==> config.mk <==
export PLATFORM = sky130hd
export DESIGN_NAME = scariv_bru_credit_arbiter
export DESIGN_NICKNAME = d
export VERILOG_FILES = /design/src/rtl/scariv_conf_pkg.sv /design/src/rtl/scariv_pkg.sv /design/src/rtl/scariv_bru_arb_slot_map.sv /design/src/rtl/scariv_bru_credit_arbiter.sv
export SDC_FILE = /design/constraint.sdc
export NUM_CORES = 1
export LEC_CHECK = 0
export BUFFER_PORTS_ARGS = -buffer_cell sky130_fd_sc_hd__buf_2
export CORE_MARGIN = 4
export CORE_UTILIZATION = 30
export DETAILED_ROUTE_END_ITERATION = 7
export GPL_ROUTABILITY_DRIVEN = 0
export PLACE_DENSITY = 0.55
export SLEW_MARGIN = 20
export SYNTH_ARGS = -nofsm -noshare
export SYNTH_HDL_FRONTEND = slang
export SYNTH_HIERARCHICAL = 1
export SYNTH_SLANG_ARGS = --single-unit
==> constraint.sdc <==
create_clock -name i_clk -period 15 [get_ports i_clk]
set_input_delay 2.25 -clock i_clk [delete_from_list [all_inputs] [get_ports i_clk]]
set_output_delay 2.25 -clock i_clk [all_outputs]
set_load 0.01 [all_outputs]
==> src/rtl/scariv_conf_pkg.sv <==
// Core-wide configuration constants shared by the dispatch and issue logic.
package scariv_conf_pkg;

    localparam int NUM_BRU_UNITS  = 2;
    localparam int BRU_DISP_SIZE  = 2;
    localparam int BRU_ENTRY_SIZE = 32;

endpackage : scariv_conf_pkg

==> src/rtl/scariv_pkg.sv <==
// Shared types for the branch dispatch credit arbiter.
package scariv_pkg;

    localparam int NUM_BRU_UNITS  = scariv_conf_pkg::NUM_BRU_UNITS;
    localparam int BRU_DISP_SIZE  = scariv_conf_pkg::BRU_DISP_SIZE;
    localparam int BRU_ENTRY_SIZE = scariv_conf_pkg::BRU_ENTRY_SIZE;
    localparam int BRU_ARB_CW     = $clog2(BRU_ENTRY_SIZE) + 1;

    typedef logic [BRU_ARB_CW-1:0] bru_arb_credit_t;

endpackage : scariv_pkg

==> src/rtl/scariv_bru_arb_slot_map.sv <==
// Steers the k-th valid dispatch slot to unit (rr_ptr + k) mod NUM_UNITS and
// reports how many slots land on each unit.
module scariv_bru_arb_slot_map
    import scariv_pkg::*;
#(
    parameter int NUM_UNITS    = NUM_BRU_UNITS,
    parameter int IN_PORT_SIZE = BRU_DISP_SIZE,
    parameter int PW           = (NUM_UNITS > 1) ? $clog2(NUM_UNITS) : 1,
    parameter int DW           = $clog2(IN_PORT_SIZE + 1)
) (
    input  logic [PW-1:0]                     i_rr_ptr,
    input  logic [IN_PORT_SIZE-1:0]           i_req,
    output logic [NUM_UNITS*IN_PORT_SIZE-1:0] o_slot_map,
    output logic [NUM_UNITS*DW-1:0]           o_demand,
    output logic [DW-1:0]                     o_req_cnt
);

    int            tgt;
    logic [DW-1:0] prefix;

    // prefix counts the valid slots below k, giving each slot its round-robin offset
    always_comb begin
        o_slot_map = '0;
        o_demand   = '0;
        prefix     = '0;
        tgt        = 0;
        for (int k = 0; k < IN_PORT_SIZE; k++) begin
            if (i_req[k]) begin
                tgt = (int'(i_rr_ptr) + int'(prefix)) % NUM_UNITS;
                o_slot_map[tgt*IN_PORT_SIZE + k] = 1'b1;
                o_demand[tgt*DW +: DW] = o_demand[tgt*DW +: DW] + DW'(1);
                prefix = prefix + DW'(1);
            end
        end
        o_req_cnt = prefix;
    end

endmodule : scariv_bru_arb_slot_map

==> src/rtl/scariv_bru_credit_arbiter.sv <==
// Credit-based dispatch arbiter sharing branch issue units among a dispatch
// group; the whole group is accepted or stalled atomically.
module scariv_bru_credit_arbiter
    import scariv_pkg::*;
#(
    parameter int NUM_UNITS    = NUM_BRU_UNITS,
    parameter int IN_PORT_SIZE = BRU_DISP_SIZE,
    parameter int MAX_CREDITS  = BRU_ENTRY_SIZE,
    parameter int CW           = $clog2(MAX_CREDITS) + 1
) (
    input  logic                              i_clk,
    input  logic                              i_reset,
    input  logic [IN_PORT_SIZE-1:0]           i_disp_req,
    input  logic                              i_flush,
    output logic                              o_disp_ready,
    output logic [NUM_UNITS*IN_PORT_SIZE-1:0] o_disp_valid,
    input  logic [NUM_UNITS-1:0]              i_ret_valid,
    input  logic [NUM_UNITS*CW-1:0]           i_ret_val,
    output logic [NUM_UNITS*CW-1:0]           o_credits,
    output logic [31:0]                       o_stall_cycles,
    output logic                              o_error
);

    localparam int PW = (NUM_UNITS > 1) ? $clog2(NUM_UNITS) : 1;
    localparam int DW = $clog2(IN_PORT_SIZE + 1);

    logic [PW-1:0]                     r_rr_ptr;
    logic [CW-1:0]                     r_credits [NUM_UNITS];
    logic [31:0]                       r_stall_cycles;
    logic                              r_error;

    logic [NUM_UNITS*IN_PORT_SIZE-1:0] w_slot_map;
    logic [NUM_UNITS*DW-1:0]           w_demand;
    logic [DW-1:0]                     w_req_cnt;
    logic                              w_has_req;
    logic                              w_credit_ok;
    logic                              w_accepted;
    logic [PW-1:0]                     w_rr_next;
    logic [CW:0]                       w_sum [NUM_UNITS];
    logic [CW-1:0]                     w_credits_next [NUM_UNITS];
    logic [NUM_UNITS-1:0]              w_overflow;

    scariv_bru_arb_slot_map #(
        .NUM_UNITS    (NUM_UNITS),
        .IN_PORT_SIZE (IN_PORT_SIZE),
        .PW           (PW),
        .DW           (DW)
    ) u_slot_map (
        .i_rr_ptr   (r_rr_ptr),
        .i_req      (i_disp_req),
        .o_slot_map (w_slot_map),
        .o_demand   (w_demand),
        .o_req_cnt  (w_req_cnt)
    );

    assign w_has_req = |i_disp_req;

    always_comb begin
        w_credit_ok = 1'b1;
        for (int u = 0; u < NUM_UNITS; u++) begin
            if (int'(w_demand[u*DW +: DW]) > int'(r_credits[u])) begin
                w_credit_ok = 1'b0;
            end
        end
    end

    // An empty group is trivially ready; flush overrides everything
    assign o_disp_ready = ~i_flush & (~w_has_req | w_credit_ok);
    assign w_accepted   = o_disp_ready & w_has_req;
    assign o_disp_valid = w_accepted ? w_slot_map : '0;
    assign w_rr_next    = PW'((int'(r_rr_ptr) + int'(w_req_cnt)) % NUM_UNITS);

    // One extra bit of headroom so a return that overshoots MAX_CREDITS is detectable
    always_comb begin
        for (int u = 0; u < NUM_UNITS; u++) begin
            w_sum[u] = {1'b0, r_credits[u]}
                     - (w_accepted     ? (CW+1)'(w_demand[u*DW +: DW]) : '0)
                     + (i_ret_valid[u] ? {1'b0, i_ret_val[u*CW +: CW]} : '0);
            w_overflow[u]     = w_sum[u] > (CW+1)'(MAX_CREDITS);
            w_credits_next[u] = w_overflow[u] ? CW'(MAX_CREDITS) : w_sum[u][CW-1:0];
        end
    end

    always_ff @(posedge i_clk) begin
        if (i_reset) begin
            r_rr_ptr       <= '0;
            r_stall_cycles <= '0;
            r_error        <= 1'b0;
            for (int u = 0; u < NUM_UNITS; u++) begin
                r_credits[u] <= CW'(MAX_CREDITS);
            end
        end else begin
            for (int u = 0; u < NUM_UNITS; u++) begin
                r_credits[u] <= w_credits_next[u];
            end
            if (w_accepted) begin
                r_rr_ptr <= w_rr_next;
            end
            if (w_has_req & ~i_flush & ~o_disp_ready & (r_stall_cycles != '1)) begin
                r_stall_cycles <= r_stall_cycles + 32'd1;
            end
            if (|w_overflow) begin
                r_error <= 1'b1;
            end
        end
    end

    for (genvar u = 0; u < NUM_UNITS; u++) begin : g_credit_out
        assign o_credits[u*CW +: CW] = r_credits[u];
    end

    assign o_stall_cycles = r_stall_cycles;
    assign o_error        = r_error;

endmodule : scariv_bru_credit_arbiter

* After elaboration in Yosys (flattened, before gate mapping)
Memory sizes are Yosys's and may differ from the RTL's.
Cells that the tools add are included.
** Cells by class
- $add $sub $neg :: 13
- Order comparisons :: 8
- Equality and inequality tests :: 1
- Shifts and indexed selects :: 6
- Multiplexer cells :: 25
- Bitwise gates (word level) :: 14
- Reduce and logical (&&, ||, !) cells :: 4
** Operators with widths (number)
- $shift 2x33->4 const A :: 2
- $shiftx 2x33->4 :: 2
- $mux 6 :: 6
- $neg 2->33 :: 1
- $neg 3->33 :: 1
- $add 32x1->32 const B :: 1
- $ge 32x1->1 const B :: 1
- $lt 32x4->1 const B :: 1
- $ne 32x32->1 const B :: 1
- $mux 4 :: 4
- $add 7x6->7 :: 2
- $gt 7x6->1 const B :: 2
- $sub 6x2->7 :: 2
- $gt 2x6->1 :: 2
- $mux 1 :: 9
- $and 1x1->1 :: 5
- $add 2x1->2 const B :: 2
- $add 3x2->4 const B :: 1
- $and 4x4->4 :: 1
- $bwmux 4 :: 1
- $mux 2 :: 2
- $or 4x4->4 :: 1
- $reduce_or 2->1 :: 2
- $shiftx 4x3->2 :: 1
- 12 further kinds :: 18
** Storage, ports and cells
- Register bits after elaboration :: 34
- Bits in writable memories :: 12
- Output and inout bits :: 50
- Logic and storage cells :: 75
- Memories :: 1
** Memory list
- r_credits :: depth 2, bits a word 6, rd ports 2, clocked after memory_dff 0, write ports 2, RTL line scariv_bru_credit_arbiter.sv:28 : logic [CW-1:0] r_credits [NUM_UNITS];

* Logic depth before layout (Yosys ltp)
Gate-level depths: netlist (run 1).
- Word-level depth :: 22
- Mapped depth :: 21

* By module
The synthesis (run 1) kept the hierarchy.
** By module, submodules not included
- scariv_bru_credit_arbiter :: times used 1, cells an instance 403, area an instance 3393.3 um^2, sequential area each 920.9 um^2
- scariv_bru_arb_slot_map :: times used 1, cells an instance 15, area an instance 118.9 um^2, sequential area each 0.0 um^2

* Worst setup path after synthesis (run 1)
Ideal clock, no wire load.
- Kind :: input to output
- From :: input i_disp_req[0]
- To :: output o_disp_valid[0]
- Arrival :: 4294 ps
- Required time :: 12750 ps
- Slack :: 8456 ps
- Stages on the path :: 10
- Buffers on the path :: 1
- Cell sequence :: inv_1 > ha_1 > and2b_1 > and2_1 > ha_1 > nor2b_1 > o211a_1 > buf_4 > nor4_2 > and2_1
** On the way
- Word-level cells in the longest chain between the ends :: 15
- Elaborated cells between the ends (all ways) :: 30
** Ends and longest elaborated chain
- start: declaration :: RTL line scariv_bru_credit_arbiter.sv:13 : input logic [IN_PORT_SIZE-1:0] i_disp_req,
- $mux 1 :: RTL line scariv_bru_arb_slot_map.sv:28 : if (i_req[k]) begin
- $add 1x1->1 :: RTL line scariv_bru_arb_slot_map.sv:29 : tgt = (int'(i_rr_ptr) + int'(prefix)) % NUM_UNITS;
- $and 1x1->1 (no line)
- $shiftx 4x3->2 :: RTL line scariv_bru_arb_slot_map.sv:31 : o_demand[tgt*DW +: DW] = o_demand[tgt*DW +: DW] + DW'(1);
- $add 2x1->2 :: RTL line scariv_bru_arb_slot_map.sv:31
- $shiftx 2x33->4 :: RTL line scariv_bru_arb_slot_map.sv:31
- $bwmux 4 :: RTL line scariv_bru_arb_slot_map.sv:31
- $mux 4 * :: RTL line scariv_bru_arb_slot_map.sv:28
- via w_demand[1] :: RTL line scariv_bru_credit_arbiter.sv:33 : logic [NUM_UNITS*DW-1:0] w_demand;
- $gt 2x6->1 * :: RTL line scariv_bru_credit_arbiter.sv:61 : if (int'(w_demand[u*DW +: DW]) > int'(r_credits[u])) begin
- $mux 1 * (2 in a row) :: RTL line scariv_bru_credit_arbiter.sv:61
- $or 1x1->1 * :: RTL line scariv_bru_credit_arbiter.sv:68 : assign o_disp_ready = ~i_flush & (~w_has_req | w_credit_ok);
- $and 1x1->1 * :: RTL line scariv_bru_credit_arbiter.sv:68
- $and 1x1->1 * :: RTL line scariv_bru_credit_arbiter.sv:69 : assign w_accepted = o_disp_ready & w_has_req;
- $mux 4 * :: RTL line scariv_bru_credit_arbiter.sv:70 : assign o_disp_valid = w_accepted ? w_slot_map : '0;
- end: declaration :: RTL line scariv_bru_credit_arbiter.sv:16 : output logic [NUM_UNITS*IN_PORT_SIZE-1:0] o_disp_valid,
Mark *: on every way through the listed nets, which the timed path passes. The rest lies on a longest branch.

* Worst setup path after layout (run 1)
Same ends and word-level chain as after synthesis.

==> impl_metrics.yaml, run 1 <==
run_status:
  status: "complete, no violations"
finish:
  area_delta_synth_final_pct: 16.6
  antenna-diode-count: 0
  multi_input_area_sq_um: 2340
  layout-drive-gt1-share_pct: 22.5
  fin_util_pct: 35.9
  seqCellArea_sq_um: 921
  fillers: 1216
  nets: 534
synthesis:
  ys.flop_type: "dfxtp_1"
  synth-async-reset-ratio_pct: 0
  synth_nets: 473
  avgSynthCellArea_sq_um: 8.40
  ys_ff_latch: 46
  synth_edf_count: 0
  netlist_area_sq_um: 3510
  synth_top_area_share_pct: 26.2
  yosysMostFrequentCell: "inv_1"
  synth_cell_types: 65
  ys_warn_count: 6
  synth_area_leaders: "dfxtp_1 26%, ha_1 11%, inv_1 5.0%"
  synth_largest_area_cell: "dfxtp_1"
  synth_cells: 418
  synth_common_cells: "47 x inv_1, 46 x dfxtp_1, 32 x ha_1"
  yosysSeqAreaShare_pct: 26.2
sta:
  final_max_slew_viol_count: 0
  slew_headroom_pct: 42.0
  fin_crit_sh_pct: 46.7
  fin_crit_ns: 7.01
  tns_ns: 0
  skew_ns: 0.00759
  hold_viol: 0
  setup_viol: 0
  rsz0062_at_grt: "false"
  worst_pin_slew_ns: 0.868
  timing.fmax_mhz: 143
clocking:
  clk_pin_slew_worst_paths_ns: 0.06
  postCtsSetupRepairBufs: 0
  cts_tree: "yes"
  cts_resized: 0
  cts_max_level: 2
  ctsHoldBuffers: 0
  cts_buffer_depth: 2
  numClockSinks: 46
  clock-root-buffer: "clkbuf_16"
  numCtsBuffers: 5
  insertion_delay_ns: 0.29
power_and_ir_drop:
  power.density_nw_per_um2: 113
  p_leak_uw: 0.00179
  finalPower_uw: 464
  peakVddDrop_uv: 47.9
critical_path:
  reg2reg_depth: 16
  cpMaxStageDelayCell: "nor4_2"
  cp_top_family: "simple AND/OR/NAND/NOR gates"
  r2r_setup_slack_ns: 9.97
  crit_path_start_kind: "input port"
  reg2reg_from: "r_rr_ptr"
  r2r-end: "r_credits[0][5]"
  criticalPathCategory: "in -> out"
  slowest_delay_ns: 0.58
  arrival_ns: 4.76
  path_buf_inv: 3
  crit_fanout: 10
  crit_chain: "buf_2 -> inv_1 -> ha_1 -> and2b_1 -> and2_1 -> ha_1 -> nor2b_1 -> o211a_1 -> nor4_2 -> and2_1 -> buf_2"
  required_ns: 12.75
  worstSetupEndpointType: "output port"
global_route:
  grt-ovfl-total: 0
  grt_max_degree: 49
  grt_pass1_wl_microns: 14000
  antenna_found_initial: 0
  grt_pass1_vias: 2910
  grt.total_usage_pct: 12.6
routing:
  via_per_inst: 5.15
  first_pass_iters: 4
  wl_per_cell_microns: 13.6
  routed_wl_microns: 8500
  vias: 3208
  drc: 0
  ant_nets: 0
  dr.first_iter.drc_count: 106
floorplan:
  io_pins: 69
  die_area_sq_um: 13500
  std_cell_rows: 39
  core_sq_um: 11400
  die_w_microns: 116
  die_h_microns: 116
  start_util_pct: 30.8
min_path:
  holdPathEnd: "o_stall_cycles[10]"
  min_path_type: "reg -> reg"
  hold_start: "o_stall_cycles[10]"
  whs_path_depth: 2
placed_design:
  dp_hpwl_microns: 6590
  io_buffers: 68
job:
  maxCapViolations: 0
[final cells by class]
cell class / instances / share of cell area (%)
Inverter: 47 / 4.31
Sequential cell: 46 / 22.5
Tap cell: 143 / 4.37
Clock buffer: 6 / 3.15
Multi-Input combinational cell: 311 / 57.0
Timing Repair Buffer: 68 / 8.31
Clock inverter: 2 / 0.336
[worst max path at each step]
stage	from	end	slack (ns)	depth (start not counted)
2_1_floorplan	i_disp_req[0]	o_disp_valid[0]	8.46	10
3_5_place_dp	i_disp_req[0]	o_disp_valid[0]	7.96	11
6_report	i_disp_req[0]	o_disp_valid[0]	7.99	11
4_1_cts	i_disp_req[0]	o_disp_valid[0]	7.96	11
3_3_place_gp	i_disp_req[0]	o_disp_valid[1]	8.05	11
5_1_grt	i_disp_req[0]	o_disp_valid[0]	7.72	11
[layer usage]
metal	global-route usage [%]	up-vias	part of all wire, %
met5	0	-	0
li1	-	1634	-
met3	2.49	7	5.3
met4	3.09	0	0.91
met2	20.6	78	46
met1	17.2	1489	47
[where the power goes]
group          switching [uW]  internal [uW]  total (uW)
sequential               9.24            134         143
clock                    47.9           61.9         110
combinational             118           92.9         211
total                     176            288         464
[per-stage QoR]
step	std cells	worst slack (ns)	hold WS [ns]	area [sq um]
after floorplan	418	8.46	0.504	3510
after global placement	615	8.05	0.480	3950
after detailed placement	615	7.96	0.495	3950
after CTS	623	7.96	0.509	4100
after global routing	623	7.72	0.538	4100
final	623	7.99	0.505	4100
[logic make-up (layout without fill, tap and decap cells)]
| group | count (synthesis) | in the layout | synth area share (%) |
|---|---|---|---|
| compound gates | 79 | 79 | 15.6 |
| mux | 10 | 10 | 3.92 |
| flops | 46 | 46 | 26.2 |
| fa+ha+maj | 36 | 36 | 13.7 |
| xor+xnor | 7 | 7 | 1.75 |
| buf+inv | 61 | 123 | 7.27 |
| simple gates | 179 | 179 | 31.5 |
[registers in the layout (all words and copies together), names as in the netlist]
| name | flops |
|---|---|
| r_rr_ptr | 1 |
| r_credits | 12 |
| o_error | 1 |
| o_stall_cycles | 32 |
[tightest hold or removal path, stage by stage (launching register included)]
cell     delay, ns
dfxtp_1       0.33
o31ai_1       0.07
a21oi_1       0.06
[cells in the final DEF (no fill, tap or decap), types with 8 or more instances in the layout]
cell type  count
a21oi_1       23
and2_1        14
buf_2         68
dfxtp_1       46
ha_1          32
inv_1         47
nand2_1       26
nand3_1        9
nand4_1        8
nor2_1        27
nor2b_1       16
nor3b_1        8
o21ai_0       11
o31ai_1       15
or3_1          9
or4_1         14
Note: power is estimated with default switching activity, not from simulation.
==> run 2: changes to the inputs <==
- clock period: 15 -> 7 ns (I/O delays scaled with it)
==> impl_metrics.yaml, run 2 (same netlist as run 1, synthesis figures left out) <==
critical_path:
  crit_fanout: 10
  required_ns: 7.17
  worstSetupEndpointType: "register"
  criticalPathCategory: "in -> reg"
  arrival_ns: 5.70
  crit_path_start_kind: "input port"
clocking:
  cts_tree: "yes"
  numCtsBuffers: 5
  postCtsSetupRepairBufs: 0
  cts_resized: 0
  numClockSinks: 46
  clk_pin_slew_worst_paths_ns: 0.07
  cts_max_level: 2
  clock-root-buffer: "clkbuf_16"
  ctsHoldBuffers: 0
  insertion_delay_ns: 0.29
  cts_buffer_depth: 2
floorplan:
  io_pins: 69
  std_cell_rows: 39
  die_w_microns: 116
  start_util_pct: 30.8
  die_h_microns: 116
  die_area_sq_um: 13500
  core_sq_um: 11400
sta:
  skew_ns: 0.00654
  timing.fmax_mhz: 181
  final_max_slew_viol_count: 0
  worst_pin_slew_ns: 0.892
  tns_ns: 0
  fin_crit_sh_pct: 78.9
  setup_viol: 0
  slew_headroom_pct: 40.6
  fin_crit_ns: 5.53
  hold_viol: 0
  rsz0062_at_grt: "false"
routing:
  drc: 0
  via_per_inst: 5.10
  wl_per_cell_microns: 13.8
  routed_wl_microns: 8600
  first_pass_iters: 4
  dr.first_iter.drc_count: 145
  vias: 3178
  ant_nets: 0
power_and_ir_drop:
  pwr-share-seq_pct: 30.8
  p_int_uw: 619
  p_leak_uw: 0.00179
  pwr-share-clk_pct: 23.4
  pwr-share-comb_pct: 45.8
  power.density_nw_per_um2: 244
  p_switching_uw: 379
  peakVddDrop_uv: 113
  swShare_pct: 38.0
  finalPower_uw: 998
finish:
  final_common_cell: "buf_2"
  largest_reg_flops: 32
  nets: 534
  layout_common_cells: "68 x buf_2, 47 x inv_1, 46 x dfxtp_1"
  multi_input_area_sq_um: 2340
  layout-drive-gt1-share_pct: 22.5
  seqCellArea_sq_um: 921
  fillers: 1207
  antenna-diode-count: 0
  area_delta_synth_final_pct: 16.6
placed_design:
  io_buffers: 68
  dp_hpwl_microns: 6650
global_route:
  antenna_found_initial: 0
  grt_max_degree: 49
  grt.total_usage_pct: 12.8
  grt_pass1_vias: 2966
  grt-ovfl-total: 0
  grt_pass1_wl_microns: 14200
run_status:
  status: "complete, no violations"
min_path:
  min_path_type: "reg -> reg"
job:
  maxCapViolations: 0
## run 2: worst paths after layout
check,startpoint,to,slack [ns],cells past startpoint
max reg2reg,r_rr_ptr,o_error,1.93,16
min reg2reg,o_stall_cycles[18],o_stall_cycles[18],0.50,2
max,i_disp_req[0],o_error,1.47,17
min,o_stall_cycles[18],o_stall_cycles[18],0.50,2
## run 2: critical path, stage by stage
cell     delay [ns]
buf_2          0.14
inv_1          0.08
ha_1           0.30
and2b_1        0.18
and2_1         0.16
ha_1           0.28
nor2b_1        0.13
o211a_1        0.32
nor4_2         0.63
and2_1         0.26
fa_1           0.47
fa_1           0.48
nor2b_1        0.21
o22ai_1        0.13
xnor2_1        0.16
o31a_1         0.34
o41a_1         0.37
## run 2: cell type report
class                   count  area share [%]
multi-input cells         311            57.0
flip-flops and latches     46            22.5
repair buffers             68            8.31
well taps                 143            4.37
inverters                  47            4.31
clock buffers               6            3.15
clock inverters             2           0.336
## run 2: power by group through the flow
stage,registers (uW),clock network [uW],logic [uW]
floorplan,317,0,342
global placement,313,0,453
detailed placement,314,0,458
CTS,308,242,462
global route,310,255,530
finish,307,234,457
## run 2: routing by layer
layer	up-vias	track usage, %	wire length, microns
li1	1641	-	-
met1	1469	17.5	4120
met2	59	21.2	4000
met3	9	2.49	412
met4	0	2.32	68
met5	-	0	0
## run 2: metrics by stage
step	cell area, sq um	utilization [%]	instances	hold slack (ns)	setup slack, ns
after floorplan	3510	-	418	0.504	1.80
after global placement	3950	34.6	615	0.485	1.37
after detailed placement	3950	34.6	615	0.486	1.14
after CTS	4100	35.9	623	0.498	1.44
after global routing	4100	35.9	623	0.532	1.16
final	4100	35.9	623	0.501	1.47
==> run 3: changes to the inputs <==
- ABC_AREA: not set -> 1
- PLACE_DENSITY: 0.55 -> 0.54
- clock period: 7 -> 5.6 ns (I/O delays scaled with it)
==> impl_metrics.yaml, run 3 <==
routing:
  wl_per_cell_microns: 11.3
  ant_nets: 0
  met3WireLength_microns: 390
  routed_wl_microns: 9510
  first_pass_iters: 4
  met2WireLength_microns: 4330
  dr.first_iter.drc_count: 101
  top_layer_used: "met4"
  via_per_inst: 4.36
  drc: 0
  vias: 3661
  wl_met1_microns: 4680
finish:
  layout_common_cells: "208 x nand2_1, 104 x inv_1, 74 x nor2_1"
  area_delta_synth_final_pct: 17.1
  fin_util_pct: 36.4
  antenna-diode-count: 0
  design_area_sq_um: 4440
  layout-drive-gt1-share_pct: 15.4
  layoutNonFillerInstCount: 839
  largest_reg_flops: 32
  final_common_cell: "nand2_1"
  fillers: 1398
  nets: 725
sta:
  final_max_slew_viol_count: 0
  hold_viol: 0
  tns_ns: 0
  timing.fmax_mhz: 219
  fin_crit_ns: 4.57
  setup_viol: 0
  fin_crit_sh_pct: 81.7
  skew_ns: 0.00646
  slew_headroom_pct: 48.8
  worst_pin_slew_ns: 0.768
  rsz0062_at_grt: "false"
placed_design:
  dpl_cell_area_sq_um: 4270
  dp.cells: 831
  io_buffers: 68
  dp_hpwl_microns: 7620
synthesis:
  synth_cell_types: 30
  ys_ff_latch: 46
  synth-async-reset-ratio_pct: 0
  synth_top_area_share_pct: 24.3
  synth_nets: 660
  avgSynthCellArea_sq_um: 6.27
  netlist_area_sq_um: 3790
  synth_common_cells: "208 x nand2_1, 104 x inv_1, 74 x nor2_1"
  synth_largest_area_cell: "dfxtp_1"
  synth_edf_count: 0
  synth_cells: 605
  ys.flop_type: "dfxtp_1"
  ys_warn_count: 6
  yosysMostFrequentCell: "nand2_1"
  synth_area_leaders: "dfxtp_1 24%, nand2_1 21%, ha_1 11%"
  yosysSeqAreaShare_pct: 24.3
clocking:
  numClockSinks: 46
  insertion_delay_ns: 0.29
  cts_buffer_depth: 2
  cts_resized: 0
  postCtsSetupRepairBufs: 0
  ctsHoldBuffers: 0
  clk_pin_slew_worst_paths_ns: 0.07
  numCtsBuffers: 5
  cts_tree: "yes"
  clock-root-buffer: "clkbuf_16"
  cts_max_level: 2
critical_path:
  arrival_ns: 4.75
  worstSetupEndpointType: "register"
  crit_path_start_kind: "input port"
  cpMostUsedCell: "nand2_1"
  criticalPathCategory: "in -> reg"
  crit_fanout: 9
  required_ns: 5.78
  slowest_delay_ns: 0.48
  cpMaxStageDelayCell: "fa_1"
global_route:
  grt_pass1_vias: 3541
  grt-ovfl-total: 0
  grt_pass1_wl_microns: 16300
  grt.total_usage_pct: 13.4
  antenna_found_initial: 0
  grt_max_degree: 34
min_path:
  min_path_type: "reg -> reg"
floorplan:
  io_pins: 69
  die_area_sq_um: 14500
  std_cell_rows: 40
  start_util_pct: 31.1
  die_w_microns: 120
  die_h_microns: 120
  core_sq_um: 12200
power_and_ir_drop:
  peakVddDrop_uv: 140
  power.density_nw_per_um2: 308
  p_leak_uw: 0.00218
job:
  maxCapViolations: 0
run_status:
  status: "complete, no violations"
[run 3: cell count changes after synthesis, moves of 14 or more]
cell and delta:
nor2b_1 -16, or4_1 -14, o31ai_1 -15, nor2_1 +47, nand2_1 +182, inv_1 +57
[run 3: logic make-up (layout without fill, tap and decap cells)]
group | after synthesis | count (layout) | synth area share, %
AOI/OAI and AO/OA | 40 | 40 | 6.60
xor gates and xnor gates | 28 | 28 | 6.46
DFF | 46 | 46 | 24.3
adders and majority gates | 36 | 36 | 12.7
and+or+nand+nor | 337 | 337 | 37.3
buffers and inverters | 118 | 184 | 12.7
[run 3: per-layer routing]
layer | vias to the layer above | GRT usage, %
li1 | 1969 | -
met1 | 1619 | 17.5
met2 | 62 | 23.0
met3 | 11 | 2.53
met4 | 0 | 3.12
met5 | - | 0
[run 3: worst max-delay path, delay by kind of cell]
family	cells	cell delay (ns)
and+or+nand+nor	15	1.91
adders and majority gates	4	1.54
buffers and inverters	5	0.40
AOI/OAI and AO/OA	1	0.05
[run 3: final timing paths]
kind / start / slack (ns) / to / cells past startpoint
hold reg to reg: o_stall_cycles[26] / 0.52 / o_stall_cycles[26] / 2
setup / recovery: i_disp_req[0] / 1.03 / r_credits[0][5] / 25
hold / removal: o_stall_cycles[26] / 0.52 / o_stall_cycles[26] / 2
setup reg to reg: r_rr_ptr / 1.20 / r_credits[0][5] / 24
[run 3: cell type report]
class | instances | area, sq um | share of cell area [%]
multi-input cells | 441 | 2390 | 53.9
flip-flops and latches | 46 | 921 | 20.7
inverters | 107 | 402 | 9.04
repair buffers | 69 | 348 | 7.83
well taps | 168 | 210 | 4.73
clock buffers | 5 | 125 | 2.82
clock inverters | 3 | 43.8 | 0.986
[run 3: metrics by stage]
stage | setup WS (ns) | total power (uW) | hold slack, ns
after detailed placement | 0.716 | 1020 | 0.506
after global placement | 0.896 | 1010 | 0.505
after CTS | 1.02 | 1390 | 0.516
after global routing | 0.581 | 1510 | 0.551
final | 1.03 | 1370 | 0.523
after floorplan | 1.31 | 873 | 0.498
[run 3: where the power goes]
part	switching (uW)	total, uW	internal (uW)
Clock	144	356	212
Combinational	394	626	232
Sequential	25.9	386	360
Total	563	1370	804
